**src/rtl/mult_job_arbiter.sv**
```systemverilog
// mult_job_arbiter
// Round-robin job sequencer for a shared add-shift signed multiplier datapath
// (accumulator A, sign bit X, multiplier B, operand bus S). Two requesters
// compete for the datapath. For each granted job the block latches the
// winner's operands and steps the datapath through all WIDTH bit-steps. It
// then captures the 2*WIDTH-bit product {A,B} and pulses done to the
// requester that owned the job.
//
// Build option: define MULT_SKIP_ZERO_EN to fold the shift into the ADD
// cycle whenever the current multiplier bit is zero. Compute time then
// becomes WIDTH + popcount(multiplier) cycles instead of 2*WIDTH.

module mult_job_arbiter #(
  parameter int WIDTH = 8
) (
  input  logic                 clk,
  input  logic                 reset,
  input  logic [1:0]           req,
  input  logic [WIDTH-1:0]     mcand0,
  input  logic [WIDTH-1:0]     mplier0,
  input  logic [WIDTH-1:0]     mcand1,
  input  logic [WIDTH-1:0]     mplier1,
  output logic [1:0]           done,
  output logic [2*WIDTH-1:0]   result,
  output logic                 busy,
  output logic                 owner,
  output logic [WIDTH-1:0]     dp_sw,
  output logic                 dp_clr_ld,
  output logic                 dp_addsub,
  output logic                 dp_sub_en,
  output logic                 dp_shift_en,
  input  logic                 dp_bout,
  input  logic [2*WIDTH-1:0]   dp_result
);

  localparam int CW = (WIDTH > 1) ? $clog2(WIDTH) : 1;
  localparam logic [CW-1:0] LAST_STEP = CW'(WIDTH - 1);

  typedef enum logic [2:0] {
    IDLE,
    LOAD,
    ADD,
    SHIFT,
    DONE
  } state_t;

  state_t           state;
  logic [CW-1:0]    cnt;
  logic             last_served;
  logic [WIDTH-1:0] mcand_q;
  logic [WIDTH-1:0] mplier_q;
  logic             any_req;
  logic             grant_id;
  logic             last_step;

  // Pick the winner: on contention take the requester not served last time.
  always_comb begin
    any_req = |req;
    if (req == 2'b11) begin
      grant_id = ~last_served;
    end else begin
      grant_id = req[1];
    end
  end

  assign last_step = (cnt == LAST_STEP);

  // Job sequencer: grant, load, WIDTH add/shift steps, then capture and notify.
  always_ff @(posedge clk) begin
    if (reset) begin
      state       <= IDLE;
      done        <= '0;
      result      <= '0;
      busy        <= 1'b0;
      owner       <= 1'b0;
      last_served <= 1'b1;
      mcand_q     <= '0;
      mplier_q    <= '0;
      cnt         <= '0;
    end else begin
      done <= '0;
      case (state)
        IDLE: begin
          if (any_req) begin
            owner    <= grant_id;
            mcand_q  <= grant_id ? mcand1 : mcand0;
            mplier_q <= grant_id ? mplier1 : mplier0;
            cnt      <= '0;
            busy     <= 1'b1;
            state    <= LOAD;
          end
        end
        LOAD: begin
          state <= ADD;
        end
        ADD: begin
`ifdef MULT_SKIP_ZERO_EN
          // A zero multiplier bit needs no add, so its shift is issued here
          // and the separate SHIFT cycle is skipped.
          if (!dp_bout) begin
            if (last_step) begin
              done[owner] <= 1'b1;
              state       <= DONE;
            end else begin
              cnt <= cnt + 1'b1;
            end
          end else begin
            state <= SHIFT;
          end
`else
          state <= SHIFT;
`endif
        end
        SHIFT: begin
          if (last_step) begin
            done[owner] <= 1'b1;
            state       <= DONE;
          end else begin
            cnt   <= cnt + 1'b1;
            state <= ADD;
          end
        end
        DONE: begin
          result      <= dp_result;
          last_served <= owner;
          busy        <= 1'b0;
          state       <= IDLE;
        end
        default: begin
          state <= IDLE;
        end
      endcase
    end
  end

  // Datapath controls decoded from the current state and step.
  always_comb begin
    dp_sw       = '0;
    dp_clr_ld   = 1'b0;
    dp_addsub   = 1'b0;
    dp_sub_en   = 1'b0;
    dp_shift_en = 1'b0;
    case (state)
      LOAD: begin
        dp_sw     = mplier_q;
        dp_clr_ld = 1'b1;
      end
      ADD: begin
        dp_sw     = mcand_q;
        dp_addsub = dp_bout;
        // The multiplier's sign bit carries negative weight.
        dp_sub_en = dp_bout && last_step;
`ifdef MULT_SKIP_ZERO_EN
        dp_shift_en = !dp_bout;
`endif
      end
      SHIFT: begin
        dp_shift_en = 1'b1;
      end
      default: begin
      end
    endcase
  end

endmodule

```
**config.mk**
```make
export PLATFORM = sky130hd
export DESIGN_NAME = mult_job_arbiter
export DESIGN_NICKNAME = d
export VERILOG_FILES = /design/src/rtl/mult_job_arbiter.sv
export SDC_FILE = /design/constraint.sdc
export NUM_CORES = 1
export LEC_CHECK = 0
export BUFFER_PORTS_ARGS = -buffer_cell sky130_fd_sc_hd__clkbuf_2
export CORE_UTILIZATION = 49
export CTS_BUF_LIST = sky130_fd_sc_hd__clkbuf_8
export CTS_CLUSTER_DIAMETER = 120
export DETAILED_ROUTE_END_ITERATION = 12
export PLACE_DENSITY = 0.82
export SKIP_CTS_REPAIR_TIMING = 1
export SLEW_MARGIN = 20
export SYNTH_ARGS = -nofsm -noshare
export SYNTH_HDL_FRONTEND = slang
export SYNTH_SLANG_ARGS = --single-unit
```
**constraint.sdc**
```tcl
create_clock -name clk -period 2.2 [get_ports clk]
set_input_delay 0.11 -clock clk [delete_from_list [all_inputs] [get_ports clk]]
set_output_delay 0.11 -clock clk [all_outputs]
set_load 0.03 [all_outputs]
```
# ---- Word level (Yosys, flattened, before mapping)
# Index checks and enable logic that the tools add are counted.
dict set report classes {
  shifts 0
  n_div 0
  muxes 18
  n_eq_ne 8
  n_mul 0
  order_cmp 2
  bitwise_logic 3
  addsub 1
  n_reduce_logical 10
}
# operator n
set op_table {}
lappend op_table {{$mux W8} 2}
lappend op_table {{$pmux W8 S2} 1}
lappend op_table {{$mux W3} 4}
lappend op_table {{$pmux W3 S4} 1}
lappend op_table {{$mux W1} 7}
lappend op_table {{$eq A3 B2 Y1 const B} 2}
lappend op_table {{$eq A3 B3 Y1 const B} 2}
lappend op_table {{$pmux W3 S2} 1}
lappend op_table {{$ne A2 B2 Y1 const B} 2}
lappend op_table {{$reduce_and A2 Y1} 2}
lappend op_table {{$reduce_bool A2 Y1} 2}
lappend op_table {{$add A3 B1 Y3 const B} 1}
lappend op_table {{$eq A3 B1 Y1 const B} 1}
lappend op_table {{$logic_not A3 Y1} 1}
lappend op_table {{$not A1 Y1} 3}
lappend op_table {{$reduce_and A3 Y1} 1}
lappend op_table {{$reduce_or A3 Y1} 1}
lappend op_table {{$eq A2 B2 Y1 const B} 1}
lappend op_table {{$logic_and A1 B1 Y1} 2}
lappend op_table {{$lt A1 B2 Y1 const B} 1}
lappend op_table {{$pmux W1 S2} 1}
lappend op_table {{$reduce_or A2 Y1} 1}
lappend op_table {{$demux W1 S1} 1}
lappend op_table {{$ge A1 B1 Y1 const B} 1}
dict set report totals {
  ram_bits 0
  memories 0
  inputBits 53
  rom_bits 0
  latch_bits 0
  out_inout_bits 32
  ff_bits 43
  word_cells 51
}

# ---- Longest topological paths before layout
# Gate-level depths: netlist of run 1.
dict set report logic_depth {
  ltp_word 4
  depth_mapped 6
  mapped_depth_nobuf 5
}

# ---- Worst setup path after synthesis of run 1
# Ideal clock, no wire load.
dict set report synth_timing {
  kind {register to output}
  start {reg state[1]}
  end {out dp_sub_en}
  stages_incl_launch_ff 4
  required_ps 2090
  path_buffers 1
  slack_ps 28
  arrival_ps 2062
  cell_sequence {dfxtp_1 > clkbuf_1 > nor4bb_1 > and2_1}
}
dict set report synth_between {
  elab_chain_len 2
}
# element line_no
set synth_lines {}
lappend synth_lines {{start: declaration} 47} ;# state_t state;
lappend synth_lines {{start signal: assignment} 71} ;# state <= IDLE;
lappend synth_lines {{start signal: assignment} 90} ;# state <= LOAD;
lappend synth_lines {{start signal: assignment} 94} ;# state <= ADD;
lappend synth_lines {{$eq A3 B2 Y1} 143} ;# case (state)
lappend synth_lines {{$mux W1} 143}
lappend synth_lines {{end: declaration} 30} ;# output logic dp_sub_en,
# Every way passes these cells.

# ---- Worst setup path after layout of run 1
dict set report layout_timing {
  start {reg state[0]}
  end {reg mplier_q[4]}
}
dict set report layout_between {
  elab_chain_len 2
}
# element line_no
set layout_lines {}
lappend layout_lines {{$logic_not A3 Y1} 82} ;# case (state)
lappend layout_lines {{$reduce_and A2 Y1 (no line)} -}
lappend layout_lines {{end signal: assignment} 87} ;# mplier_q <= grant_id ? mplier1 : mplier0;
lappend layout_lines {{end: declaration} 51} ;# logic [WIDTH-1:0] mplier_q;
# Every way passes these cells.
# A chain may end at the register's enable or synchronous reset.

==> results of run 1 <==
==> synth_stat cells (all sizes together) (2+ instances only) <==
master	instances	area share
and3b	2	0.0091
and2	2	0.0065
nor2b	3	0.0098
a22oi	8	0.031
nor2	12	0.023
o211ai	3	0.012
buf	3	0.011
a21oi	20	0.054
inv	33	0.064
nor3b	2	0.010
nor3	3	0.0078
or3	2	0.0065
nor4bb	2	0.010
clkbuf	16	0.032
dfxtp	43	0.45
a222oi	15	0.078
ha	2	0.013
nand2	35	0.068
nand2b	17	0.055
==> worst max-delay path: stages, from the launching register on <==
cell	delay [ps]
dfxtp_1	440
or3_1	460
or3_1	600
a222oi_1	380
==> stage by stage <==
step           cell area, um2    util  setup WS (ps)  hold WS, ps
2_1_floorplan            1924       -          27.50        246.0
3_3_place_gp             2375  0.6391          350.1        333.3
3_5_place_dp             2375  0.6391          230.2        339.3
4_1_cts                  2475  0.6660          232.9        30.52
5_1_grt                  2475  0.6660          79.13        25.74
6_report                 2475  0.6660          215.7        38.42
==> power by group <==
group          internal (W)  leakage, nW  switching, W
clock network      0.000282       0.0557      0.000248
logic              0.000119        0.820      0.000151
registers          0.000827        0.352     0.0000339
total               0.00123         1.23      0.000432
==> cell usage in the layout, fill, tap and decap left out, types with 3 or more instances in the layout <==
cell type  netlist  final
a21oi_1         19     19
a222oi_1        15     15
a22oi_1          8      8
buf_4            0      7
clkbuf_2         1     84
clkbuf_8         0      7
dfxtp_1         43     43
inv_1           33     34
nand2_1         35     35
nand2b_1        17     17
nor2_1          12     12
nor2b_1          3      3
nor3_1           3      3
o211ai_1         3      3
==> cells by family after synthesis <==
kind of cell    share of synthesized area
fa+ha+maj                         0.01300
simple gates                       0.2321
flops                              0.4473
compound gates                     0.2003
buf+inv                            0.1073
==> worst min path at each step <==
stage	to	slack, ps	depth (start not counted)
after floorplan	result[0]$_SDFFE_PP0P_	250	2
after global placement	result[2]$_SDFFE_PP0P_	330	3
after detailed placement	result[4]$_SDFFE_PP0P_	340	3
after CTS	result[11]$_SDFFE_PP0P_	30	3
after global routing	result[4]$_SDFFE_PP0P_	30	3
final	result[0]$_SDFFE_PP0P_	40	3
==> flip-flops by register name, summed over array words and instances (netlist names) <==
name and cells:
mplier_q 8, result 16, done 2, owner 1, state 3, cnt 3
busy 1, last_served 1, mcand_q 8
==> routing by layer <==
layer / GRT usage / part of all wire / up-vias
met2: 0.3724 / 0.48 / 69
met3: 0.03873 / 0.055 / 6
met1: 0.2810 / 0.45 / 864
li1: - / - / 954
met5: 0 / 0 / -
met4: 0.09722 / 0.013 / 0
==> cell type report <==
class / count / area, um2 / share of cell area
Clock buffer: 7 / 96.34 / 0.03893
Clock inverter: 1 / 3.754 / 0.001517
Inverter: 33 / 123.9 / 0.05005
Multi-Input combinational cell: 140 / 857.1 / 0.3463
Sequential cell: 43 / 860.8 / 0.3478
Tap cell: 48 / 60.06 / 0.02427
Timing Repair Buffer: 91 / 473.0 / 0.1911
==> flow_metrics.env, run 1 <==
export IMPL_grt_pass1_vias=1696
export IMPL_finalSetupTns_ps=0
export IMPL_power_w=0.001660
export IMPL_synth_area_um2=1924
export IMPL_drt_pass1_iterations=7
export IMPL_die_w_um=64.67
export IMPL_synth_nets=290
export IMPL_dpl_hpwl_um=3072
export IMPL_hold_viol_final=0
export IMPL_clock_latency_ps=290
export IMPL_ir_drop_mv=0.4265
export IMPL_diodes=0
export IMPL_nets=369
export IMPL_synth_edff_count=0
export IMPL_finClkSkew_ps=8.005
export IMPL_period_share=0.9019
export IMPL_core_area_um2=3716
export IMPL_crit_start="state[0]$_SDFFE_PP0P_"
export IMPL_viasPerCell=5.215
export IMPL_rows=22
export IMPL_die_y_um=64.67
export IMPL_end_kind="flop"
export IMPL_grt_pass1_wl_um=7272
export IMPL_numCtsBuffers=5
export IMPL_dr_total_vias=1893
export IMPL_path_class="reg -> reg"
export IMPL_clkSlewWorstSetupHoldPaths_ps=80
export IMPL_fin_crit_ps=1984
export IMPL_portBuffers=84
export IMPL_path_max_fanout=15
export IMPL_ios=85
export IMPL_start_util=0.5178
export IMPL_dpl_cell_count=355
export IMPL_finalSetupViolCount=0
export IMPL_area_growth_synth_to_final_pct=28.61
export IMPL_ys_seq_area_frac=0.4473
export IMPL_gp_congestion=0.8170
export IMPL_syn_area_per_cell_um2=8.189
export IMPL_hold_path_class="in -> reg"
export IMPL_synth_cells=235
export IMPL_async_reset_ff_frac=0
export IMPL_grt_overflow_total=0
export IMPL_cts_sinks=43
export IMPL_drt_iter0_drc=267
export IMPL_p_leak_nw=1.227
export IMPL_final_max_slew_violation_count=0
export IMPL_fmax_mhz=504.0
export IMPL_slew_headroom=0.5969
export IMPL_ys_flop_type="dfxtp_1"
export IMPL_rsz0062_at_grt="false"
export IMPL_worst_slew_pin_transition_ps=604.7
export IMPL_grt_usage=0.2233
export IMPL_power_density_nw_per_um2=670.8
export IMPL_rr_worst_depth=3
export IMPL_ys_ff_latch=43
export IMPL_reg2reg_slack_ps=220
export IMPL_grt_max_degree=43
export IMPL_postRouteAntennaNets=0
export IMPL_cap_viol_max_count=0
export IMPL_worstSetupStartpointType="flop"
export IMPL_synth_cell_types=35
export IMPL_final_cell_count_no_fill=363
export IMPL_antenna_found_initial=0
export IMPL_crit_arrival_ps=2170
export IMPL_r2r_start="state[0]$_SDFFE_PP0P_"
export IMPL_endpoint="mplier_q[4]$_SDFFE_PP0P_"
export IMPL_critPathRequiredTime_ps=2390
export IMPL_hold_start="dp_result[0]"
export IMPL_ys_warn_count=0
export IMPL_drc=0
export IMPL_cts_max_level=2
export IMPL_clk_path_buf_depth=2
export IMPL_r2r_end="mplier_q[4]$_SDFFE_PP0P_"
export IMPL_wire_per_inst_um=12.07
export IMPL_cts_tree="yes"
export IMPL_outcome="finished, final reports clean"
export IMPL_drive_gt1_frac=0.3206
export IMPL_wirelength_um=4381
export IMPL_fill_cells=354
export IMPL_cts_root_buf="clkbuf_8"
export IMPL_dieArea_um2=4182
No activity file was read; power rests on OpenSTA's default activity.
==> run 2: changes to the inputs <==
Settings changed: BUFFER_PORTS_ARGS -buffer_cell sky130_fd_sc_hd__clkbuf_2 to -buffer_cell sky130_fd_sc_hd__buf_2.
Clock period 2.2 ns to 1.9 ns, I/O delays scaled along.
==> flow_metrics.env, run 2 (synthesized netlist as in run 1, its figures left out) <==
export IMPL_diodes=0
export IMPL_path_max_fanout=15
export IMPL_cts_sinks=43
export IMPL_final_util=0.6704
export IMPL_period_share=0.9189
export IMPL_finalSetupTns_ps=0
export IMPL_cts_root_buf="clkbuf_8"
export IMPL_portBuffers=84
export IMPL_crit_arrival_ps=1930
export IMPL_cap_viol_max_count=0
export IMPL_ir_drop_mv=0.5673
export IMPL_seq_power_share=0.523
export IMPL_critical_path_top_delay_family="simple AND/OR/NAND/NOR gates"
export IMPL_drt_iter0_drc=132
export IMPL_drc=0
export IMPL_final_max_slew_violation_count=0
export IMPL_numCtsBuffers=5
export IMPL_whs_ps=30.75
export IMPL_cts_max_level=2
export IMPL_rr_worst_depth=3
export IMPL_dp_slack_ps=165.8
export IMPL_critPathRequiredTime_ps=2080
export IMPL_slew_headroom=0.6134
export IMPL_wire_per_inst_um=12.18
export IMPL_clk_path_buf_depth=2
export IMPL_finalSetupViolCount=0
export IMPL_fill_cells=349
export IMPL_cell_internal_pwr_w=0.001388
export IMPL_combPwrFrac=0.171
export IMPL_area_growth_synth_to_final_pct=29.45
export IMPL_worst_slew_pin_transition_ps=580.0
export IMPL_final_common_cell="buf_2"
export IMPL_grt_pass1_wl_um=7452
export IMPL_top_register="result"
export IMPL_pwr_share_clk=0.306
export IMPL_fin_crit_ps=1746
export IMPL_dieArea_um2=4182
export IMPL_p_switching_w=0.0005089
export IMPL_grt_overflow_total=0
export IMPL_rows=22
export IMPL_dpl_hpwl_um=3171
export IMPL_hold_viol_final=0
export IMPL_crit_start="state[0]$_SDFFE_PP0P_"
export IMPL_cpMostUsedCell="or3_1"
export IMPL_grt_max_degree=43
export IMPL_antenna_found_initial=0
export IMPL_viasPerCell=5.123
export IMPL_nets=372
export IMPL_sw_frac_of_total=0.2683
export IMPL_path_class="reg -> reg"
export IMPL_critical_path_max_stage_delay_ps=550
export IMPL_power_density_nw_per_um2=761.5
export IMPL_worst_path_stages=3
export IMPL_top_regs="result: 16 flops, mcand_q: 8 flops, mplier_q: 8 flops"
export IMPL_wirelength_um=4445
export IMPL_ios=85
export IMPL_rsz0062_at_grt="false"
export IMPL_postRouteAntennaNets=0
export IMPL_end_kind="flop"
export IMPL_slowest_stage="or3_1"
export IMPL_dr_total_vias=1870
export IMPL_start_util=0.5178
export IMPL_cp_buffers_inverters=0
export IMPL_r2r_end="mplier_q[4]$_SDFFE_PP0P_"
export IMPL_largest_reg_flops=16
export IMPL_clkSlewWorstSetupHoldPaths_ps=70
export IMPL_drive_gt1_frac=0.3312
export IMPL_endpoint="mplier_q[4]$_SDFFE_PP0P_"
export IMPL_gp_congestion=0.7711
export IMPL_cts_tree="yes"
export IMPL_hold_path_class="in -> reg"
export IMPL_crit_chain="or3_1, or3_1, a222oi_1"
export IMPL_fmax_mhz=572.7
export IMPL_layout_common_cells="buf_2, dfxtp_1, nand2_1"
export IMPL_clock_latency_ps=290
export IMPL_grt_pass1_vias=1713
export IMPL_drt_pass1_iterations=7
export IMPL_outcome="finished, final reports clean"
export IMPL_worstSetupStartpointType="flop"
export IMPL_reg2reg_slack_ps=150
export IMPL_die_y_um=64.67
export IMPL_grt_usage=0.2289
export IMPL_die_w_um=64.67
export IMPL_finClkSkew_ps=4.957
export IMPL_core_area_um2=3716
export IMPL_fin_ws_ps=154.0
export IMPL_r2r_start="state[0]$_SDFFE_PP0P_"
export IMPL_p_leak_nw=1.250
## run 2: power by group through the flow
stage               Combinational (W)  Clock (W)  Sequential [W]
floorplan                    0.000203          0         0.00101
global placement             0.000318          0         0.00101
detailed placement           0.000322          0         0.00101
CTS                          0.000325   0.000593        0.000992
global route                 0.000356   0.000631        0.000999
finish                       0.000325   0.000580        0.000993
## run 2: per-layer routing
layer | vias up | routed length [um] | global-route usage
li1 | 957 | - | -
met1 | 849 | 1996 | 0.2996
met2 | 55 | 2171 | 0.3658
met3 | 9 | 206 | 0.04401
met4 | 0 | 71 | 0.09722
met5 | - | 0 | 0
## run 2: metrics by stage
| step | total power, W | std cells | instance area [um2] |
|---|---|---|---|
| floorplan | 0.001213 | 235 | 1931 |
| global placement | 0.001329 | 358 | 2404 |
| detailed placement | 0.001335 | 358 | 2404 |
| CTS | 0.001910 | 365 | 2491 |
| global route | 0.001987 | 365 | 2491 |
| finish | 0.001897 | 365 | 2491 |
## run 2: worst reg2reg max path: cells and delay by family (launching register included)
family	cells	cell delay, ps
flip-flops	1	370
AO/OA/AOI/OAI	1	380
AND/OR/NAND/NOR	2	890
## run 2: area by class of cell
| type | count | area [um2] | area share |
|---|---|---|---|
| clock inverter | 1 | 5.005 | 0.002009 |
| inverter | 33 | 123.9 | 0.04972 |
| tap | 48 | 60.06 | 0.02411 |
| clock buffer | 6 | 82.58 | 0.03315 |
| multi-input combinational | 140 | 863.3 | 0.3466 |
| sequential | 43 | 860.8 | 0.3456 |
| timing repair buffer | 94 | 495.5 | 0.1989 |
## run 2: worst min-delay path by stage
stage          depth (start not counted)                 endpoint  slack (ps)          start
2_1_floorplan                          2   result[0]$_SDFFE_PP0P_         230   dp_result[0]
3_3_place_gp                           3   result[9]$_SDFFE_PP0P_         340   dp_result[9]
3_5_place_dp                           3  result[12]$_SDFFE_PP0P_         340  dp_result[12]
4_1_cts                                3   result[9]$_SDFFE_PP0P_          30   dp_result[9]
5_1_grt                                3   result[9]$_SDFFE_PP0P_          30   dp_result[9]
6_report                               3  result[15]$_SDFFE_PP0P_          30  dp_result[15]
==> run 3: changes to the inputs <==
Settings changed: RECOVER_POWER set to 25.
Clock period 1.9 ns to 1.8 ns, I/O delays scaled along.
==> flow_metrics.env, run 3 (synthesized netlist as in run 1, its figures left out) <==
export IMPL_outcome="finished, final reports clean"
export IMPL_core_area_um2=3716
export IMPL_drive_gt1_frac=0.2919
export IMPL_finalSetupViolCount=0
export IMPL_finalSetupTns_ps=0
export IMPL_grt_overflow_total=0
export IMPL_period_share=0.9007
export IMPL_dieArea_um2=4182
export IMPL_rows=22
export IMPL_drc=0
export IMPL_crit_arrival_ps=1530
export IMPL_die_w_um=64.67
export IMPL_area_growth_synth_to_final_pct=32.18
export IMPL_fin_ws_ps=178.7
export IMPL_rsz0062_at_grt="false"
export IMPL_cts_root_buf="clkbuf_8"
export IMPL_die_y_um=64.67
export IMPL_hold_viol_final=0
export IMPL_grtUsageMet1=0.2704
export IMPL_busiest_layer="met2"
export IMPL_antenna_found_initial=0
export IMPL_layout_common_cells="buf_2, dfxtp_1, nand2_1"
export IMPL_final_common_cell="buf_2"
export IMPL_clkSlewWorstSetupHoldPaths_ps=80
export IMPL_finClkSkew_ps=6.820
export IMPL_grtUsageMet3=0.03873
export IMPL_clk_path_buf_depth=2
export IMPL_wire_per_inst_um=12.36
export IMPL_cap_viol_max_count=0
export IMPL_p_leak_nw=1.213
export IMPL_wirelength_um=4572
export IMPL_path_class="reg -> out"
export IMPL_cts_sinks=43
export IMPL_path_max_fanout=8
export IMPL_portBuffers=84
export IMPL_end_kind="output pin"
export IMPL_diodes=0
export IMPL_postRouteAntennaNets=0
export IMPL_viasPerCell=5.192
export IMPL_ios=85
export IMPL_nets=376
export IMPL_top_register="result"
export IMPL_drt_iter0_drc=144
export IMPL_hold_path_class="in -> reg"
export IMPL_largest_reg_flops=16
export IMPL_drt_pass1_iterations=5
export IMPL_grt_pass1_vias=1796
export IMPL_top_regs="result: 16 flops, mcand_q: 8 flops, mplier_q: 8 flops"
export IMPL_dr_total_vias=1921
export IMPL_cts_tree="yes"
export IMPL_final_max_slew_violation_count=0
export IMPL_cts_max_level=2
export IMPL_grt_pass1_wl_um=7479
export IMPL_start_util=0.5178
export IMPL_grt_max_degree=43
export IMPL_slew_headroom=0.6739
export IMPL_clock_latency_ps=300
export IMPL_worstSetupStartpointType="flop"
export IMPL_numCtsBuffers=5
export IMPL_dp_slack_ps=84.94
export IMPL_fin_crit_ps=1621
export IMPL_critPathRequiredTime_ps=1710
export IMPL_dpl_hpwl_um=3200
export IMPL_ir_drop_mv=0.4722
export IMPL_grt_usage=0.2301
export IMPL_worst_slew_pin_transition_ps=482.5
export IMPL_met2_usage=0.4053
export IMPL_fmax_mhz=616.8
export IMPL_gp_congestion=0.7798
export IMPL_power_density_nw_per_um2=856.4
-- run 3: cell count changes in the layout (fill, tap and decap cells not counted), sizes merged --
| cell | previous run | this run |
|---|---|---|
| buf | 94 | 81 |
| bufinv | 0 | 1 |
| clkbuf | 6 | 23 |
-- run 3: layout make-up --
| class | instances | area (um2) |
|---|---|---|
| fill | 346 | 1172 |
| timing repair buffer | 98 | 504.2 |
| sequential | 43 | 860.8 |
| tap | 48 | 60.06 |
| clock buffer | 6 | 82.58 |
| multi-input combinational | 140 | 877.1 |
| inverter | 33 | 123.9 |
| clock inverter | 2 | 35.03 |
-- run 3: critical path: stages, from the launching register on --
cell and delay [ps]:
dfxtp_1 360, buf_4 150, nor2b_1 130, buf_4 160
a22oi_1 90, nor2_1 120, buf_2 220
-- run 3: through the flow --
stage / instances / cell area, um2 / util / hold WS (ps) / total power (W)
floorplan: 235 / 1939 / - / 226.0 / 0.001283
global placement: 362 / 2442 / 0.6572 / 330.7 / 0.001413
detailed placement: 362 / 2442 / 0.6572 / 334.5 / 0.001420
CTS: 370 / 2560 / 0.6889 / 13.76 / 0.002184
global route: 370 / 2544 / 0.6845 / 18.11 / 0.002260
finish: 370 / 2544 / 0.6845 / 15.29 / 0.002178
-- run 3: layer usage --
metal,vias to the layer above,wire length (um)
li1,971,-
met1,888,1995
met2,55,2306
met3,7,209
met4,0,61
met5,-,0
-- run 3: where the power goes --
group	internal (W)	leakage (nW)	switching, W
Combinational	0.000164	0.800	0.000195
Clock	0.000449	0.0612	0.000326
Sequential	0.00101	0.352	0.0000340
Total	0.00162	1.21	0.000555
-- run 3: worst paths after layout --
kind / start / endpoint / slack [ps] / cells past startpoint
max: state[0]$_SDFFE_PP0P_ / dp_sw[7] / 180 / 6
min: dp_result[5] / result[5]$_SDFFE_PP0P_ / 20 / 3
max reg2reg: state[1]$_SDFFE_PP0P_ / mcand_q[7]$_SDFFE_PP0P_ / 190 / 5
min reg2reg: result[5]$_SDFFE_PP0P_ / result[5]$_SDFFE_PP0P_ / 460 / 2
